==> config.mk <==
export PLATFORM = sky130hd
export DESIGN_NAME = exc_entry_ctrl
export DESIGN_NICKNAME = d
export VERILOG_FILES = /design/src/rtl/exc_entry_ctrl_pkg.sv /design/src/rtl/exc_entry_ctrl_prio_enc.sv /design/src/rtl/exc_entry_ctrl.sv
export SDC_FILE = /design/constraint.sdc
export NUM_CORES = 1
export LEC_CHECK = 0
export BUFFER_PORTS_ARGS = -buffer_cell sky130_fd_sc_hd__buf_2
export CAP_MARGIN = 10
export CORE_ASPECT_RATIO = 0.8
export CORE_MARGIN = 8
export CORE_UTILIZATION = 44
export DETAILED_ROUTE_END_ITERATION = 12
export GPL_TIMING_DRIVEN = 0
export PLACE_DENSITY = 0.77
export SLEW_MARGIN = 10
export SYNTH_ARGS = -nofsm -noshare
export SYNTH_HDL_FRONTEND = slang
export SYNTH_HIERARCHICAL = 1
export SYNTH_SLANG_ARGS = --single-unit
export TNS_END_PERCENT = 1
==> constraint.sdc <==
create_clock -name clk -period 2.55 [get_ports clk]
set_clock_uncertainty 0.2 [all_clocks]
set_input_delay 0.51 -clock clk [delete_from_list [all_inputs] [get_ports clk]]
set_output_delay 0.51 -clock clk [all_outputs]
set_load 0.005 [all_outputs]
==> src/rtl/exc_entry_ctrl_pkg.sv <==
// Shared types, encodings and helpers for the exception entry sequencer.
// Mode codes drive the CPSR block's Change_M input; CPSR source codes drive W_CPSR_s.
package exc_pkg;

  typedef enum logic [2:0] {
    S_IDLE,
    S_SAVE,
    S_MODE,
    S_BRANCH,
    S_RESTORE
  } state_e;

  typedef enum logic [1:0] {
    CLS_FIQ,
    CLS_IRQ,
    CLS_UND,
    CLS_SWI
  } cls_e;

  localparam logic [2:0] M_CUR = 3'd0;
  localparam logic [2:0] M_FIQ = 3'd1;
  localparam logic [2:0] M_IRQ = 3'd2;
  localparam logic [2:0] M_SVC = 3'd3;
  localparam logic [2:0] M_UND = 3'd4;

  localparam logic [2:0] CS_SPSR = 3'd0;
  localparam logic [2:0] CS_IRQ  = 3'd2;
  localparam logic [2:0] CS_FIQ  = 3'd3;
  localparam logic [2:0] CS_SVC  = 3'd4;
  localparam logic [2:0] CS_UND  = 3'd5;

  localparam logic [31:0] VOFS_UND = 32'h04;
  localparam logic [31:0] VOFS_SWI = 32'h08;
  localparam logic [31:0] VOFS_IRQ = 32'h18;
  localparam logic [31:0] VOFS_FIQ = 32'h1C;

  function automatic logic [2:0] mode(input cls_e c);
    case (c)
      CLS_FIQ: mode = M_FIQ;
      CLS_IRQ: mode = M_IRQ;
      CLS_UND: mode = M_UND;
      default: mode = M_SVC;
    endcase
  endfunction

  function automatic logic [2:0] code(input cls_e c);
    case (c)
      CLS_FIQ: code = CS_FIQ;
      CLS_IRQ: code = CS_IRQ;
      CLS_UND: code = CS_UND;
      default: code = CS_SVC;
    endcase
  endfunction

  function automatic logic [31:0] vec_ofs(input cls_e c);
    case (c)
      CLS_FIQ: vec_ofs = VOFS_FIQ;
      CLS_IRQ: vec_ofs = VOFS_IRQ;
      CLS_UND: vec_ofs = VOFS_UND;
      default: vec_ofs = VOFS_SWI;
    endcase
  endfunction

endpackage

==> src/rtl/exc_entry_ctrl_prio_enc.sv <==
// Combinational priority encoder over qualified exception requests.
// Order: FIQ > IRQ > UND > SWI; exception return is handled by the caller.
module exc_prio_enc
  import exc_pkg::*;
(
  input  logic fiq_ok_i,
  input  logic irq_ok_i,
  input  logic und_i,
  input  logic swi_i,
  output logic vld_o,
  output cls_e cls_o
);

  always_comb begin
    vld_o = 1'b1;
    cls_o = CLS_FIQ;
    if (fiq_ok_i)      cls_o = CLS_FIQ;
    else if (irq_ok_i) cls_o = CLS_IRQ;
    else if (und_i)    cls_o = CLS_UND;
    else if (swi_i)    cls_o = CLS_SWI;
    else               vld_o = 1'b0;
  end

endmodule

==> src/rtl/exc_entry_ctrl.sv <==
// Exception entry/return sequencer driving the CPSR/SPSR block: SAVE -> MODE -> BRANCH, or RESTORE.
// Optional EXC_IRQ_EDGE_LATCH_EN: irq/fiq rising edges set sticky pending bits used instead of levels.
module exc_entry_ctrl
  import exc_pkg::*;
#(
  parameter logic [31:0] VEC_BASE   = 32'h0000_0000,
  parameter logic [31:0] FIQ_LR_OFS = 32'd4
) (
  input  logic        clk,
  input  logic        rst,
  input  logic        irq,
  input  logic        fiq,
  input  logic        und_req,
  input  logic        swi_req,
  input  logic        eret_req,
  input  logic        inst_boundary,
  input  logic [1:0]  cpsr_if,
  input  logic [31:0] pc_next,
  output logic        stall,
  output logic [2:0]  Change_M,
  output logic        W_SPSR_s,
  output logic        Write_SPSR,
  output logic [2:0]  W_CPSR_s,
  output logic        Write_CPSR,
  output logic        lr_we,
  output logic [31:0] lr_data,
  output logic        pc_we,
  output logic [31:0] pc_data
);

  state_e      state_q;
  cls_e        cls_q;
  logic [31:0] lr_q;
  logic [31:0] vec_q;

  logic irq_src, fiq_src;
  logic enc_vld;
  cls_e enc_cls;

`ifdef EXC_IRQ_EDGE_LATCH_EN
  logic irq_prev_q, fiq_prev_q;
  logic irq_pend_q, fiq_pend_q;
  logic irq_pend_d, fiq_pend_d;

  // A new edge in the clearing SAVE cycle must survive, so the set term is ORed last.
  always_comb begin
    irq_pend_d = (irq_pend_q & ~(state_q == S_SAVE && cls_q == CLS_IRQ)) | (irq & ~irq_prev_q);
    fiq_pend_d = (fiq_pend_q & ~(state_q == S_SAVE && cls_q == CLS_FIQ)) | (fiq & ~fiq_prev_q);
  end

  always_ff @(posedge clk) begin
    if (rst) begin
      irq_prev_q <= 1'b0;
      fiq_prev_q <= 1'b0;
      irq_pend_q <= 1'b0;
      fiq_pend_q <= 1'b0;
    end else begin
      irq_prev_q <= irq;
      fiq_prev_q <= fiq;
      irq_pend_q <= irq_pend_d;
      fiq_pend_q <= fiq_pend_d;
    end
  end

  assign irq_src = irq_pend_q;
  assign fiq_src = fiq_pend_q;
`else
  assign irq_src = irq;
  assign fiq_src = fiq;
`endif

  exc_prio_enc u_prio (
    .fiq_ok_i (fiq_src & ~cpsr_if[0]),
    .irq_ok_i (irq_src & ~cpsr_if[1]),
    .und_i    (und_req),
    .swi_i    (swi_req),
    .vld_o    (enc_vld),
    .cls_o    (enc_cls)
  );

  always_ff @(posedge clk) begin
    if (rst) begin
      state_q <= S_IDLE;
      cls_q   <= CLS_FIQ;
      lr_q    <= 32'd0;
      vec_q   <= 32'd0;
    end else begin
      case (state_q)
        S_IDLE: begin
          if (inst_boundary) begin
            if (enc_vld) begin
              cls_q   <= enc_cls;
              lr_q    <= (enc_cls == CLS_FIQ || enc_cls == CLS_IRQ) ? pc_next + FIQ_LR_OFS : pc_next;
              vec_q   <= VEC_BASE + vec_ofs(enc_cls);
              state_q <= S_SAVE;
            end else if (eret_req) begin
              state_q <= S_RESTORE;
            end
          end
        end
        S_SAVE:   state_q <= S_MODE;
        S_MODE:   state_q <= S_BRANCH;
        default:  state_q <= S_IDLE;
      endcase
    end
  end

  always_comb begin
    stall      = 1'b0;
    Change_M   = M_CUR;
    W_SPSR_s   = 1'b0;
    Write_SPSR = 1'b0;
    W_CPSR_s   = CS_SPSR;
    Write_CPSR = 1'b0;
    lr_we      = 1'b0;
    lr_data    = 32'd0;
    pc_we      = 1'b0;
    pc_data    = 32'd0;
    case (state_q)
      S_SAVE: begin
        stall      = 1'b1;
        Change_M   = mode(cls_q);
        W_SPSR_s   = 1'b1;
        Write_SPSR = 1'b1;
        lr_data    = lr_q;
        pc_data    = vec_q;
      end
      S_MODE: begin
        stall      = 1'b1;
        Change_M   = mode(cls_q);
        W_CPSR_s   = code(cls_q);
        Write_CPSR = 1'b1;
        lr_data    = lr_q;
        pc_data    = vec_q;
      end
      S_BRANCH: begin
        stall      = 1'b1;
        Change_M   = mode(cls_q);
        lr_we      = 1'b1;
        pc_we      = 1'b1;
        lr_data    = lr_q;
        pc_data    = vec_q;
      end
      S_RESTORE: begin
        stall      = 1'b1;
        Write_CPSR = 1'b1;
      end
      default: ;
    endcase
  end

endmodule

==> flow_metrics.env <==
export IMPL_power_density_nw_per_um2=497
export IMPL_clock_power_share_pct=24.3
export IMPL_ys_ff_latch=40
export IMPL_die_x_um=106
export IMPL_vdd_drop_max_uv=262
export IMPL_totalWireLength_um=8770
export IMPL_postSynthAreaPerCell_um2=7.72
export IMPL_cts_buffers_inserted=5
export IMPL_die_area_um2=9360
export IMPL_grtUsageTotal_pct=18.0
export IMPL_fmax_ghz=0.385
export IMPL_critPathArrivalTime_ns=2.61
export IMPL_clock_latency_ns=0.30
export IMPL_core_area_um2=6340
export IMPL_failed_checks="negative setup slack"
export IMPL_grt_max_degree=13
export IMPL_max_slew_margin_rel_pct=43.3
export IMPL_dp_hpwl_um=6830
export IMPL_die_h_um=88.2
export IMPL_drive_gt1_share_pct=32.5
export IMPL_rsz0062_at_grt="true"
export IMPL_min_path_type="input port to flip-flop"
export IMPL_synth_top_area_share_pct=28.0
export IMPL_cts_tree="done"
export IMPL_synth_area_um2=2860
export IMPL_worst_slew_pin_slew_ns=0.843
export IMPL_nets=542
export IMPL_syn_inst=371
export IMPL_synthFlopType="dfxtp_1"
export IMPL_synth_edff_count=0
export IMPL_ys_types=44
export IMPL_row_count=26
export IMPL_htreeDepth=2
export IMPL_synth_area_top_cells="dfxtp_1 28%, buf_4 8.1%, and2_1 7.9%"
export IMPL_cts_sinks=40
export IMPL_area_delta_synth_final_pct=28.3
export IMPL_cts_buffer_depth=2
export IMPL_r2r_slack_ns=0.08
export IMPL_routabilityCongestion=0.876
export IMPL_vias_per_cell=5.27
export IMPL_internal_power_uw=1200
export IMPL_switchingPower_uw=628
export IMPL_finalSetupViolCount=7
export IMPL_antenna_cells=0
export IMPL_status="finished, violations left"
export IMPL_clock_root_buffer="clkbuf_8"
export IMPL_clk_pin_slew_ns=0.08
export IMPL_yosys_warnings=6
export IMPL_power_share_sequential_pct=41.1
export IMPL_vias=3053
export IMPL_placement_io_buffers=88
export IMPL_grt_overflow=0
export IMPL_postRouteAntennaNets=0
export IMPL_drtIter0Drc=176
export IMPL_postPlaceCellArea_um2=3530
export IMPL_grt_pass1_vias=2856
export IMPL_critPathKind="input port to flip-flop"
export IMPL_drtPass1Iterations=5
export IMPL_finalWorstSetupSlack_ns=-0.0499
export IMPL_wl_per_cell_um=15.1
export IMPL_crit_required_ns=2.56
export IMPL_yosysTopAreaCell="dfxtp_1"
export IMPL_pwr_share_comb_pct=34.6
export IMPL_startpoint_type="input port"
export IMPL_yosysSeqAreaShare_pct=28.0
export IMPL_cp_max_fo=10
export IMPL_final_min_clock_period_ns=2.60
export IMPL_io_pins=118
export IMPL_min_period_over_period_pct=102
export IMPL_initial_core_util_pct=45.1
export IMPL_post_place_ws_ns=-0.401
export IMPL_final_cell_area_um2=3670
export IMPL_synthArstFlopShare_pct=0
export IMPL_p_sw_share_pct=34.4
export IMPL_hold_viol_final=0
export IMPL_timing_final_max_slew_violations=0
export IMPL_endpoint_kind="flip-flop"
export IMPL_drc=0
export IMPL_grt_first_pass_wirelength_um=13900
export IMPL_antenna_found_initial=0
export IMPL_max_cap_viol_count=0
export IMPL_power_leakage_uw=0.00168
==> through the flow <==
stage	hold WS (ns)	utilization [%]	instances	TNS, ns	power [µW]
2_1_floorplan	0.227	-	399	-0.500	1140
3_3_place_gp	0.234	55.7	571	-5.46	1360
3_5_place_dp	0.241	55.7	571	-6.19	1370
4_1_cts	0.250	57.7	579	-0.221	1820
5_1_grt	0.255	57.9	579	-4.99	1960
6_report	0.253	57.9	579	-0.189	1820
==> path summary, 6_finish.rpt <==
check | startpoint | end | depth (start not counted)
setup / recovery | cpsr_if[0] | lr_q[25] | 8
hold reg to reg | lr_q[2] | lr_q[2] | 2
hold / removal | pc_next[1] | lr_q[1] | 3
setup reg to reg | state_q[2] | vec_q[2] | 7
==> what timing repair did <==
item                       CTS  global route
setup endpoints to repair   41            68
hold buffers                 0             0
buffers inserted             0             0
gates resized for setup     10             7
pin swaps                    1             1
==> power groups by stage <==
stage	Clock (µW)	Sequential, µW	Combinational (µW)
after floorplan	0	751	391
after global placement	0	761	598
after detailed placement	0	764	607
after CTS	450	750	622
after global routing	490	761	703
final	444	750	631
==> flip-flops by register name, summed over array words and instances, names as in the netlist <==
name / cells
cls_q: 2
state_q: 3
vec_q: 3
lr_q: 32
==> cell usage in the layout (no fill, tap or decap), types with 3 or more instances in the layout <==
cell      synthesis  final
clkbuf_1         16     11
buf_2             5     93
or3_1             5      5
conb_1            1     29
buf_4            31     31
clkbuf_2          0      4
nand3_1          11     11
or4_4             2      3
xor2_1            3      3
or3b_2            3      3
and4_1            3      3
or4_1            10      9
a311oi_1         16     14
inv_1            12     12
xnor2_1          10     10
clkbuf_8          0      6
nor3_1           11     10
or3_2             3      3
and2_1           36     36
o21ai_0           6      6
nand2b_1          4      4
o31ai_1          10     10
a21oi_1           7      7
a211oi_1         12     12
nor4_1            9      7
nor2_1           43     40
dfxtp_1          40     40
nand2_1          23     23
nand4_1           8      8
ha_1              6      6
==> cell type report <==
type	count	area, µm²
Buffer	54	345
Clock buffer	6	82.6
Clock inverter	2	10.0
Fill cell	611	2670
Inverter	12	45.0
Multi-Input combinational cell	293	1840
Sequential cell	40	801
Tap cell	84	105
Timing Repair Buffer	88	440
==> metal layers <==
metal	share of wire (%)	vias to the layer above	wire [µm]	track usage (%)
met1	44	1396	3870	23.2
met5	0	-	0	0
met3	9.2	10	810	5.66
met4	0.84	0	74	3.95
li1	-	1505	-	-
met2	46	142	4020	28.6
==> worst max-delay path, cell delays in order <==
cell      delay (ns)
buf_2           0.11
nor2b_4         0.14
nor3_2          0.06
buf_6           0.14
nand4b_4        0.25
or4_4           0.58
or4_1           0.55
a311oi_2        0.26
==> cell usage after synthesis (all sizes together), types with 3 or more instances <==
library cell  number
or3                8
nor2              43
o21ai              6
nor2b              4
nor3              11
nand2b             4
a21oi              8
nand2             23
nor4               9
nand4b             3
a211oi            12
nand3             11
xnor2             10
ha                 6
inv               12
buf               38
o31ai             10
or3b               3
dfxtp             40
or4               12
and2              36
and4               3
clkbuf            16
nand4              8
a311oi            16
xor2               3
==> cells by family (layout without fill, tap and decap cells) <==
logic type	Yosys count	count (layout)	share of synthesized area, %
xor+xnor	13	13	3.98
fa+ha+maj	6	6	2.62
flops	40	40	28.0
compound gates	59	59	15.2
simple gates	184	184	35.9
mux	2	2	0.699
other cells	1	29	0.131
buf+inv	66	162	13.5
Note: power is estimated with default switching activity, not from simulation.
